==> src/rtl/seq_multiplier.sv <==
// Unsigned shift-and-add multiplier, one partial product per clock.
// Datapath arithmetic is built from the gate primitives defined below.

module and_gate (
    input  logic a_i,
    input  logic b_i,
    output logic y_o
);
    assign y_o = a_i & b_i;
endmodule

module or_gate (
    input  logic a_i,
    input  logic b_i,
    output logic y_o
);
    assign y_o = a_i | b_i;
endmodule

module xor_gate (
    input  logic a_i,
    input  logic b_i,
    output logic y_o
);
    assign y_o = a_i ^ b_i;
endmodule

module full_adder (
    input  logic a_i,
    input  logic b_i,
    input  logic ci_i,
    output logic s_o,
    output logic co_o
);
    logic x1, g, p;

    xor_gate u_x1 (.a_i(a_i), .b_i(b_i),  .y_o(x1));
    xor_gate u_x2 (.a_i(x1),  .b_i(ci_i), .y_o(s_o));
    and_gate u_a1 (.a_i(a_i), .b_i(b_i),  .y_o(g));
    and_gate u_a2 (.a_i(x1),  .b_i(ci_i), .y_o(p));
    or_gate  u_o1 (.a_i(g),   .b_i(p),    .y_o(co_o));
endmodule

module seq_multiplier #(
    parameter int unsigned WIDTH = 8
) (
    input  logic                 clk,
    input  logic                 rst,
    input  logic                 start,
    input  logic [WIDTH-1:0]     a,
    input  logic [WIDTH-1:0]     b,
    output logic                 busy,
    output logic                 done,
    output logic [2*WIDTH-1:0]   product
);
    localparam int unsigned CntW = $clog2(WIDTH) + 1;

    typedef enum logic [1:0] {StIdle, StRun, StDone} state_t;

    state_t            state_q;
    logic [WIDTH-1:0]  m_q, a_q, q_q;
    logic              c_q;
    logic [CntW-1:0]   cnt_q;

    logic [WIDTH-1:0]  addend, sum;
    logic [WIDTH:0]    carry;
    logic [WIDTH-1:0]  a_shift, q_shift;
    logic              last;

    // C is zero between iterations, so feeding it in as carry-in leaves A + M unchanged.
    assign carry[0] = c_q;

    for (genvar i = 0; i < WIDTH; i++) begin : g_add
        and_gate u_pp (
            .a_i (m_q[i]),
            .b_i (q_q[0]),
            .y_o (addend[i])
        );
        full_adder u_fa (
            .a_i  (a_q[i]),
            .b_i  (addend[i]),
            .ci_i (carry[i]),
            .s_o  (sum[i]),
            .co_o (carry[i+1])
        );
    end

    // {C,A,Q} >> 1 after the conditional add; a zero enters at C.
    assign a_shift = {carry[WIDTH], sum[WIDTH-1:1]};
    assign q_shift = {sum[0], q_q[WIDTH-1:1]};
    assign last    = (cnt_q == CntW'(WIDTH - 1));

    always_ff @(posedge clk or posedge rst) begin
        if (rst) begin
            state_q <= StIdle;
            m_q     <= '0;
            a_q     <= '0;
            c_q     <= 1'b0;
            q_q     <= '0;
            cnt_q   <= '0;
            busy    <= 1'b0;
            done    <= 1'b0;
            product <= '0;
        end else begin
            unique case (state_q)
                StIdle, StDone: begin
                    done <= 1'b0;
                    if (start) begin
                        m_q     <= a;
                        q_q     <= b;
                        a_q     <= '0;
                        c_q     <= 1'b0;
                        cnt_q   <= '0;
                        busy    <= 1'b1;
                        state_q <= StRun;
                    end else begin
                        busy    <= 1'b0;
                        state_q <= StIdle;
                    end
                end
                StRun: begin
                    a_q   <= a_shift;
                    q_q   <= q_shift;
                    c_q   <= 1'b0;
                    cnt_q <= cnt_q + 1'b1;
                    if (last) begin
                        product <= {a_shift, q_shift};
                        busy    <= 1'b0;
                        done    <= 1'b1;
                        state_q <= StDone;
                    end
                end
                default: begin
                    busy    <= 1'b0;
                    done    <= 1'b0;
                    state_q <= StIdle;
                end
            endcase
        end
    end
endmodule

==> config.mk <==
export PLATFORM = sky130hd
export DESIGN_NAME = seq_multiplier
export DESIGN_NICKNAME = d
export VERILOG_FILES = /design/src/rtl/seq_multiplier.sv
export SDC_FILE = /design/constraint.sdc
export NUM_CORES = 1
export LEC_CHECK = 0
export BUFFER_PORTS_ARGS = -buffer_cell sky130_fd_sc_hd__clkbuf_2
export CORE_ASPECT_RATIO = 0.9
export CORE_UTILIZATION = 50
export DETAILED_ROUTE_END_ITERATION = 12
export PLACE_DENSITY = 0.72
export REMOVE_ABC_BUFFERS = 1
export SYNTH_ARGS = -nofsm -noshare
export SYNTH_HDL_FRONTEND = slang
export SYNTH_SLANG_ARGS = --single-unit
==> constraint.sdc <==
create_clock -name clk -period 9.1 [get_ports clk]
set_input_delay 0.455 -clock clk [delete_from_list [all_inputs] [get_ports clk]]
set_output_delay 0.455 -clock clk [all_outputs]
set_load 0.01 [all_outputs]
* Word-level counts from Yosys, hierarchy flattened
Index checks and enable logic that the tools add are counted.
Operators by class: reductions and logical operators 6, add/subtract/negate cells 1, bitwise logic cells 48, equality and inequality tests 5, mux-type cells 16
Operator list (count):
- case mux 8 bit (2 select lines) | 2
- AND 1 bit | 24
- 2-to-1 mux 8 bit | 2
- bitwise XOR 1 bit | 16
- bitwise OR 1 bit | 8
- case mux 4 bit (2 select lines) | 1
- 2-to-1 mux 1 bit | 6
- AND reduction 2 bit | 3
- adder 4 x 1 -> 4 bit, second input constant | 1
- equality test 4 x 3 -> 1 bit, second input constant | 1
- 2-to-1 mux 4 bit | 1
- inequality test 2 bit, second input constant | 2
- case mux 1 bit (2 select lines) | 2
- case mux 2 bit (2 select lines) | 1
- equality test 2 x 1 -> 1 bit, second input constant | 1
- equality test 2 bit, second input constant | 1
- logical NOT 2 bit | 1
- 2-to-1 mux 2 bit | 1
- nonzero test 2 bit | 1
- OR reduction 2 bit | 1
Word-level totals: logic and storage cells 85, output and inout port bits 18, bits of input ports 19, register bits after elaboration 49

* Depth between registers and ports, before layout
Gate-level depths: netlist of run 1.
depth in word-level cells 19, gate-level depth with buffers 16, depth with buffers taken out 15

* Modules after synthesis
From an unflattened synthesis of run 1, not the netlist that was laid out.
Second synthesis, totals: cells, all modules 185, area total of the unflattened synthesis 2188.3 um^2
By module, submodules not included:
- seq_multiplier | area an instance 1848.0 um^2, instances 1, cells each 137, sequential area each 1151.1 um^2
- and_gate | area an instance 6.3 um^2, instances 24, cells each 1, sequential area each 0.0 um^2
- xor_gate | area an instance 8.8 um^2, instances 16, cells each 1, sequential area each 0.0 um^2
- or_gate | area an instance 6.3 um^2, instances 8, cells each 1, sequential area each 0.0 um^2

* Least setup slack after synthesis of run 1
No wires, ideal clock.
path type flip-flop to flip-flop, start point register q_q[0], end point register product[14], path buffers 1, data required time 9.005 ns, slack 5.554 ns, cell stages (with the launch flop) 17, clock period less this slack 3.546 ns, data arrival time 3.450 ns, library setup time 0.095 ns, cell sequence dfrtp_1 -> clkbuf_1 -> and2_1 -> ha_1 -> inv_1 -> fa_1 -> inv_1 -> fa_1 -> inv_1 -> fa_1 -> fa_1 -> fa_1 -> inv_1 -> fa_1 -> inv_1 -> fa_1 -> o31ai_1
Between the ends: word-level cells in the longest chain between the ends 17, elaborated cells on any way between the ends 38, classes of those cells bitwise: 38
Ends and longest elaborated chain:
- from (decl) | RTL line 61 | logic [WIDTH-1:0] m_q, a_q, q_q;
- from (signal assigned) | RTL line 123 | q_q <= q_shift;
- AND 1 bit | RTL line 9 | assign y_o = a_i & b_i;
- bitwise XOR 1 bit | RTL line 25 | assign y_o = a_i ^ b_i;
- AND 1 bit | RTL line 9
- bitwise OR 1 bit | RTL line 17 | assign y_o = a_i | b_i;
- AND 1 bit | RTL line 9
- bitwise OR 1 bit | RTL line 17
- AND 1 bit | RTL line 9
- bitwise OR 1 bit | RTL line 17
- AND 1 bit | RTL line 9
- bitwise OR 1 bit | RTL line 17
- AND 1 bit | RTL line 9
- bitwise OR 1 bit | RTL line 17
- AND 1 bit | RTL line 9
- bitwise OR 1 bit | RTL line 17
- AND 1 bit | RTL line 9
- bitwise OR 1 bit | RTL line 17
- bitwise XOR 1 bit * | RTL line 25
- to (signal assigned) | RTL line 127 | product <= {a_shift, q_shift};
- to (decl) | RTL line 54 | output logic [2*WIDTH-1:0] product
Every way passes the cells marked *; elsewhere a longest branch is shown, timed or not. A chain may end at the register's enable or synchronous reset.

* Final worst setup path of run 1
Ends and elaborated chain as after synthesis.

==> reports/results.ini, run 1 <==
[run_status]
status=finished with violations
failed_checks=design-rule violations

[sta]
relSlewSlack_pct=50.8
rsz0062_at_grt=false
post-route-min-period_ns=3.70
tns_ns=0
hold_viol_final=0
finalCritPeriodShare_pct=40.7
hold_ws_ns=0.271
tightestPinTransition_ns=0.738
fmax_mhz=270
skew_ns=0.00933
setup-violations-final=0
slew_viol_final=0

[die]
dieArea_sq_um=4490
die_y_um=63.7
core-area_sq_um=4070
start_util_pct=51.9
dieWidth_um=70.5
io-pin-count=37
num_rows=22

[pwr]
p_per_area_nw_per_um2=358
p_leak_nw=1.16
ir_drop_uv=151

[clock_network]
cts_tree=built
cts.clk_slew.worst_paths_ns=0.09
cts_num_sinks=46
worstSkewPairLatency_ns=0.30
cts_setup_buffers=0
htreeDepth=2
root_buffer=clkbuf_8
ctsHoldBuffers=0
cts_buffers=5
cts_buffer_depth=2
cts-resized-gates=0

[route]
vias_per_cell=5.45
avgRoutedWirePerCell_um=15.3
vias=1291
firstDrtPassIters=8
drt.antenna.violating_nets=0
drtIter0Drc=96
drt-total-wl_mm=3.63
drc=4

[worst_hold_path]
hp-class=input pin to async pin

[global_route]
grt_pass1_vias=1378
grtUsageTotal_pct=19.3
grt_max_degree=47
globalRouteOverflowTotal=0
grt_pass1_wl_mm=6.47
antenna_found_initial=0

[synthesis]
synth_top_area_share_pct=54.5
synthAdderAreaFrac_pct=7.82
synth_area_leaders=dfrtp_1 54%, mux2_2 9.6%, fa_1 6.6%
synth-simple-area-share_pct=5.62
synthDistinctLibCells=27
synth_area_leader_cell=dfrtp_1
synth_top_family_by_area=compound AO/OA/AOI/OAI gates
synth-main-ff-cell=dfrtp_1
synth_xor_xnor_area_share_pct=0
syn-cell-area_sq_um=2110
synth_compound_area_share_pct=13.8
syn_inst=154
synth_seq_cells=46
ys_seq_area_share_pct=54.5
async_reset_ff_share_pct=100
synth_area_per_cell_sq_um=13.7
yosysWarnings=0
synth_edf_count=0
muxShareOfSynthArea_pct=12.0

[critical_path]
criticalPathCategory=register to register
r2r_cells=15
end_kind=register
r2r-start=q_q[0]
crit_required_ns=9.29
worstReg2RegEnd=product[14]
crit_path_start_kind=register
cp_max_fo=9
regToRegSetupSlack_ns=5.40
crit_arrival_ns=3.89

[flow_run]
cap_viol_max_count=0

[place]
hpwl_mm=2.56
gp_congestion=0.812
io_buffers=36

[final_layout]
antenna_cells=0
areaGrowthSynthToFinish_pct=12.1
layout.nets=216
layout_common_cells=46 x dfrtp_1, 36 x clkbuf_2, 18 x mux2_2
drive_gt1_share_pct=36.5
final_core_util_pct=58.1
final_common_cell=dfrtp_1

## cells in the mapped netlist, types with 3 or more instances
cell / count
buf_6: 6
o2bb2ai_1: 6
nand2_1: 6
inv_1: 12
o21ai_0: 6
dfrtp_1: 46
o31ai_1: 6
and2_1: 3
mux2_2: 18
a22o_1: 11
a21o_1: 9
fa_1: 7
## worst max-delay path, stage by stage (launching register included)
cell and delay [ns]:
dfrtp_1 0.46, and2_1 0.16, ha_1 0.13, inv_1 0.05, fa_1 0.35, inv_1 0.07
fa_1 0.16, inv_1 0.05, fa_1 0.39, fa_1 0.40, fa_1 0.39, inv_1 0.08
fa_1 0.16, inv_1 0.05, fa_1 0.46, o31ai_1 0.24
## through the flow
step	setup slack [ns]	power (mW)	cells	instance area [sq um]
after floorplan	5.66	0.617	144	2030
after global placement	5.54	0.709	229	2270
final	5.40	0.848	237	2370
after detailed placement	5.47	0.731	229	2270
after CTS	5.41	0.861	237	2370
after global routing	5.19	0.921	237	2370
## flip-flops by register name (all words and copies together), names as in the netlist
name	count
state_q	1
product	16
done	1
q_q	8
a_q	8
m_q	8
cnt_q	4
## cells by family after synthesis
group                    after synthesis
buffers and inverters                 22
AO/OA/AOI/OAI                         38
flip-flops                            46
adder cells (fa/ha/maj)                9
AND/OR/NAND/NOR                       17
multiplexers                          22
## how the worst max path moves through the flow
stage           start           to  cells after the start
2_1_floorplan  q_q[0]  product[14]                     15
3_3_place_gp   q_q[0]  product[14]                     15
3_5_place_dp   q_q[0]  product[14]                     15
4_1_cts        q_q[0]  product[14]                     15
5_1_grt        q_q[0]  product[14]                     15
6_report       q_q[0]  product[14]                     15
## where the power goes
part	internal, mW	leakage, nW	switching [mW]	total (mW)
logic	0.176	0.546	0.183	0.359
clock network	0.0611	0.0472	0.0675	0.129
registers	0.300	0.572	0.0612	0.361
total	0.536	1.16	0.312	0.848
## cell type report
cell class / instances / area, sq um
multi-input cells: 86 / 830
clock buffers: 6 / 82.6
clock inverters: 2 / 12.5
well taps: 48 / 60.1
inverters: 12 / 45.0
fillers: 354 / 1710
flip-flops and latches: 46 / 1150
repair buffers: 37 / 188
## routing by layer
metal,GRT usage [%],share of wire (%),vias to the layer above
li1,-,-,609
met1,26.1,47,649
met2,29.6,47,24
met3,4.32,2.9,9
met4,9.25,2.6,0
met5,0,0,-
(Power assumes the default switching activity.)
==> run 2: changes to the inputs <==
==> constraint.sdc (replaced) <==
create_clock -name clk -period 3.85 [get_ports clk]
set_input_delay 0.1925 -clock clk [delete_from_list [all_inputs] [get_ports clk]]
set_output_delay 0.1925 -clock clk [all_outputs]
set_load 0.01 [all_outputs]
==> run 2 against run 1 <==
  * The flow still finishes with violations (design-rule violations)
  * Combinational power up 150%
  * Final cell count unchanged
  * Via count about the same
  * Clock skew down 0.0026 ns
  * Flip-flop and latch count unchanged
  * Global-route usage up 0.86 points
  * Sequential share of layout area up 0.23 points
  * Register-to-register slack worse by 5.2 ns
  * Fmax up 2.3%
  * Critical path type unchanged
  * Critical endpoint unchanged
  * Largest cell class unchanged
  * Largest power group is now combinational logic
==> reports/results.ini, run 2 (same netlist as run 1, synthesis figures left out) <==
[run_status]
status=finished with violations
failed_checks=design-rule violations

[clock_network]
cts-resized-gates=0
cts.clk_slew.worst_paths_ns=0.08
cts_setup_buffers=0
ctsHoldBuffers=0
worstSkewPairLatency_ns=0.30
cts_num_sinks=46
htreeDepth=2
cts_tree=built
root_buffer=clkbuf_8
cts_buffers=5
cts_buffer_depth=2

[pwr]
p_per_area_nw_per_um2=853
p_sw_share_pct=37.4
power_frac_comb_pct=43.9
clockPowerShare_pct=13.9
seqPwrFrac_pct=42.2
ir_drop_uv=321
internal-power_mw=1.26
p_leak_nw=1.16
p_switching_mw=0.753

[sta]
setup-violations-final=0
post-route-min-period_ns=3.62
hold_ws_ns=0.0142
hold_viol_final=0
finalCritPeriodShare_pct=94.0
relSlewSlack_pct=49.5
skew_ns=0.00669
tightestPinTransition_ns=0.757
fmax_mhz=276
rsz0062_at_grt=false
slew_viol_final=0
tns_ns=0

[global_route]
globalRouteOverflowTotal=0
grt_pass1_wl_mm=6.73
grt_max_degree=47
grtUsageTotal_pct=20.1
grt_pass1_vias=1364
antenna_found_initial=0

[die]
start_util_pct=51.9
core-area_sq_um=4070
num_rows=22
dieWidth_um=70.5
io-pin-count=37
die_y_um=63.7
dieArea_sq_um=4490

[critical_path]
crit_path_start_kind=register
r2r-start=m_q[0]
crit_required_ns=4.04
end_kind=register
crit_arrival_ns=3.81
worstReg2RegEnd=product[14]
regToRegSetupSlack_ns=0.23
criticalPathCategory=register to register
r2r_cells=15
cp_max_fo=2

[final_layout]
final_cell_count_no_fill=237
largest_reg_flops=16
layout.nets=217
areaGrowthSynthToFinish_pct=11.5
fill_cells=349
drive_gt1_share_pct=35.4
largest-register=product
final_common_cell=dfrtp_1
layout_common_cells=46 x dfrtp_1, 36 x clkbuf_2, 18 x mux2_2
antenna_cells=0
register_area_sq_um=1150
design_area_sq_um=2360
multi_input_area_sq_um=830

[flow_run]
cap_viol_max_count=0

[route]
drt-total-wl_mm=3.89
drc=4
firstDrtPassIters=8
vias_per_cell=5.45
drt.antenna.violating_nets=0
avgRoutedWirePerCell_um=16.4
vias=1292
drtIter0Drc=94

[place]
gp_congestion=0.770
hpwl_mm=2.65
placed_area_sq_um=2280
io_buffers=36
place_inst=230

[worst_hold_path]
hp-class=input pin to async pin

[run 2: changes by cell type in the layout (fill, tap and decap cells not counted)]
cell / before / now
clkbuf_1: 0 / 2
buf_4: 1 / 2
clkbuf_8: 6 / 5
clkinv_2: 1 / 0
clkinvlp_4: 1 / 0
[run 2: critical path: stages, from the launching register on]
cell and delay, ns:
dfrtp_1 0.35, and2_1 0.13, ha_1 0.13, inv_1 0.05, fa_1 0.36, inv_1 0.07, fa_1 0.16, inv_1 0.05
fa_1 0.38, fa_1 0.40, fa_1 0.37, inv_1 0.09, fa_1 0.16, inv_1 0.05, fa_1 0.47, o31ai_1 0.29
[run 2: layout make-up]
| type | instances | area share (%) |
|---|---|---|
| flip-flops and latches | 46 | 48.8 |
| multi-input cells | 86 | 35.2 |
| repair buffers | 38 | 8.28 |
| clock buffers | 7 | 3.24 |
| well taps | 48 | 2.55 |
| inverters | 12 | 1.91 |
[run 2: metal layers]
layer	up-vias	part of all wire (%)	GRT usage (%)
met2	27	49	31.1
met4	0	1.2	7.75
met3	6	3.8	5.76
met1	654	45	27.1
met5	-	0	0
li1	605	-	-
[run 2: power by group through the flow]
stage / combinational [mW] / clock, mW / sequential [mW]
finish: 0.882 / 0.279 / 0.849
global route: 0.985 / 0.308 / 0.878
CTS: 0.894 / 0.283 / 0.848
detailed placement: 0.887 / 0 / 0.858
global placement: 0.843 / 0 / 0.840
floorplan: 0.595 / 0 / 0.864
[run 2: how the worst max path moves through the flow]
stage | from | to | slack [ns] | cells after the start
floorplan | q_q[0] | product[14] | 0.41 | 15
global placement | m_q[0] | product[14] | 0.45 | 15
detailed placement | m_q[0] | product[14] | 0.30 | 15
CTS | m_q[0] | product[14] | 0.22 | 15
global route | q_q[0] | product[14] | 0.09 | 15
finish | m_q[0] | product[14] | 0.23 | 15
[run 2: per-stage QoR]
step / setup slack, ns / power, mW / utilization [%]
finish: 0.233 / 2.01 / 57.9
CTS: 0.222 / 2.02 / 57.9
global route: 0.0860 / 2.17 / 57.9
global placement: 0.447 / 1.68 / 56.0
floorplan: 0.413 / 1.46 / -
detailed placement: 0.299 / 1.74 / 56.0
==> run 3: changes to the inputs <==
--- a/config.mk
+++ b/config.mk
@@ -10,6 +10,7 @@
 export CORE_UTILIZATION = 50
 export DETAILED_ROUTE_END_ITERATION = 12
 export PLACE_DENSITY = 0.72
+export RECOVER_POWER = 50
 export REMOVE_ABC_BUFFERS = 1
 export SYNTH_ARGS = -nofsm -noshare
 export SYNTH_HDL_FRONTEND = slang
==> run 3 against run 2 <==
  * Fmax about the same
  * Count of clock-buffer cells in the layout did not move
  * Highest routed layer unchanged
  * Core utilization is 0.37 points lower
  * Sequential share of layout area rose by 0.31 points
  * Hold slack improved by 0.11 ns
  * Largest cell class unchanged
  * Clock power about the same
  * Combinational power down 1%
  * Design area decreased by 0.64%
  * The run ends with design-rule violations, max-capacitance violations, max-slew violations left
  * Wire length decreased by 0.26%
  * Non-clock buffer count is the same
  * Flip-flop and latch count unchanged
  * First-iteration DRC count down 2.1%
==> reports/results.ini, run 3 (same netlist as run 1, synthesis figures left out) <==
[clock_network]
cts_buffer_depth=2
cts-resized-gates=0
ctsHoldBuffers=0
worstSkewPairLatency_ns=0.30
cts_buffers=5
cts_num_sinks=46
cts_tree=built
cts.clk_slew.worst_paths_ns=0.08
root_buffer=clkbuf_8
htreeDepth=2
cts_setup_buffers=0

[place]
hpwl_mm=2.65
io_buffers=36
pre_cts_ws_ns=0.299
gp_congestion=0.770
placed_area_sq_um=2280

[critical_path]
criticalPathCategory=register to register
crit_arrival_ns=3.81
path_cells=and2_1, ha_1, inv_1, fa_1, inv_1, fa_1, inv_1, fa_1, fa_1, fa_1, inv_1, fa_1, inv_1, fa_1, o31ai_1
worstReg2RegEnd=product[14]
end_kind=register
startpoint=m_q[0]
crit_required_ns=4.04
crit_slowest_cell=fa_1
crit_path_start_kind=register
crit_top_cell=fa_1
r2r-start=m_q[0]
r2r_cells=15
cp_max_fo=2
regToRegSetupSlack_ns=0.23
max_stage_delay_ns=0.47

[die]
die_y_um=63.7
core-area_sq_um=4070
dieArea_sq_um=4490
dieWidth_um=70.5
num_rows=22
io-pin-count=37
start_util_pct=51.9

[route]
firstDrtPassIters=8
avgRoutedWirePerCell_um=16.4
drt-total-wl_mm=3.88
drtIter0Drc=92
met2_length_mm=1.95
vias_per_cell=5.46
drt.antenna.violating_nets=0
drc=4
vias=1293
routed-wl-met3_um=156
top_layer_used=met4
wl_met1_mm=1.72

[sta]
tightestPinTransition_ns=2.40
relSlewSlack_pct=-60.2
setup_ws_ns=0.233
setup-violations-final=0
hold_ws_ns=0.119
slew_viol_final=47
rsz0062_at_grt=false
finalCritPeriodShare_pct=93.9
tns_ns=0
post-route-min-period_ns=3.62
skew_ns=0.00577
fmax_mhz=276
hold_viol_final=0

[global_route]
antenna_found_initial=0
grt_max_degree=47
grt_pass1_wl_mm=6.73
globalRouteOverflowTotal=0
grt_pass1_vias=1364
grtUsageTotal_pct=20.1

[final_layout]
fill_cells=356
antenna_cells=0
largest_reg_flops=16
final_common_cell=dfrtp_1
design_area_sq_um=2340
areaGrowthSynthToFinish_pct=10.8
largest-register=product
layout_common_cells=46 x dfrtp_1, 27 x clkbuf_2, 18 x mux2_2
layout.nets=217
drive_gt1_share_pct=30.2

[pwr]
internal-power_mw=1.25
p_leak_nw=1.13
p_sw_share_pct=37.6
clockPowerShare_pct=13.9
ir_drop_uv=321
p_per_area_nw_per_um2=854
p_switching_mw=0.752
power_frac_comb_pct=43.6
seqPwrFrac_pct=42.4

[worst_hold_path]
hp-start=a[1]
holdPathEnd=m_q[1]
hold_path_depth=2
hp-class=input pin to register

[run_status]
failed_checks=design-rule violations, max-capacitance violations, max-slew violations
status=finished with violations

[flow_run]
cap_viol_max_count=1

==> run 3: cell count changes in the layout (fill, tap and decap cells not counted), sizes merged <==
cell and delta:
clkbuf +1, buf -1
==> run 3: power by group through the flow <==
stage,combinational (mW),sequential [mW],clock (mW)
final,0.873,0.848,0.279
after global routing,0.975,0.878,0.308
after CTS,0.894,0.848,0.283
after detailed placement,0.887,0.858,0
after global placement,0.843,0.840,0
after floorplan,0.595,0.864,0
==> run 3: how the worst max path moves through the flow <==
stage | endpoint | slack, ns | cells after the start
floorplan | product[14] | 0.41 | 15
global placement | product[14] | 0.45 | 15
detailed placement | product[14] | 0.30 | 15
CTS | product[14] | 0.22 | 15
global route | product[14] | 0.09 | 15
finish | product[14] | 0.23 | 15
==> run 3: critical path: cells and delay by family, from the launching register on <==
| family | cells | cell delay [ns] |
|---|---|---|
| adder cells (fa/ha/maj) | 8 | 2.42 |
| buffers and inverters | 5 | 0.31 |
| flip-flops | 1 | 0.35 |
| AO/OA/AOI/OAI | 1 | 0.29 |
| AND/OR/NAND/NOR | 1 | 0.13 |
==> run 3: cell type report <==
class | count | area [sq um] | area share (%)
Clock buffer | 7 | 76.3 | 3.26
Inverter | 12 | 45.0 | 1.92
Multi-Input combinational cell | 86 | 830 | 35.4
Sequential cell | 46 | 1150 | 49.1
Tap cell | 48 | 60.1 | 2.56
Timing Repair Buffer | 38 | 180 | 7.69
==> run 3: per-layer routing <==
metal	vias to the layer above	GRT usage, %
met5	-	0
met4	0	7.75
met3	6	5.76
met2	27	31.1
met1	655	27.1
li1	605	-
==> run 3: metrics by stage <==
stage	utilization, %	power (mW)	cells
after floorplan	-	1.46	144
after global placement	56.0	1.68	230
after detailed placement	56.0	1.74	230
after CTS	57.9	2.02	237
after global routing	57.5	2.16	237
final	57.5	2.00	237
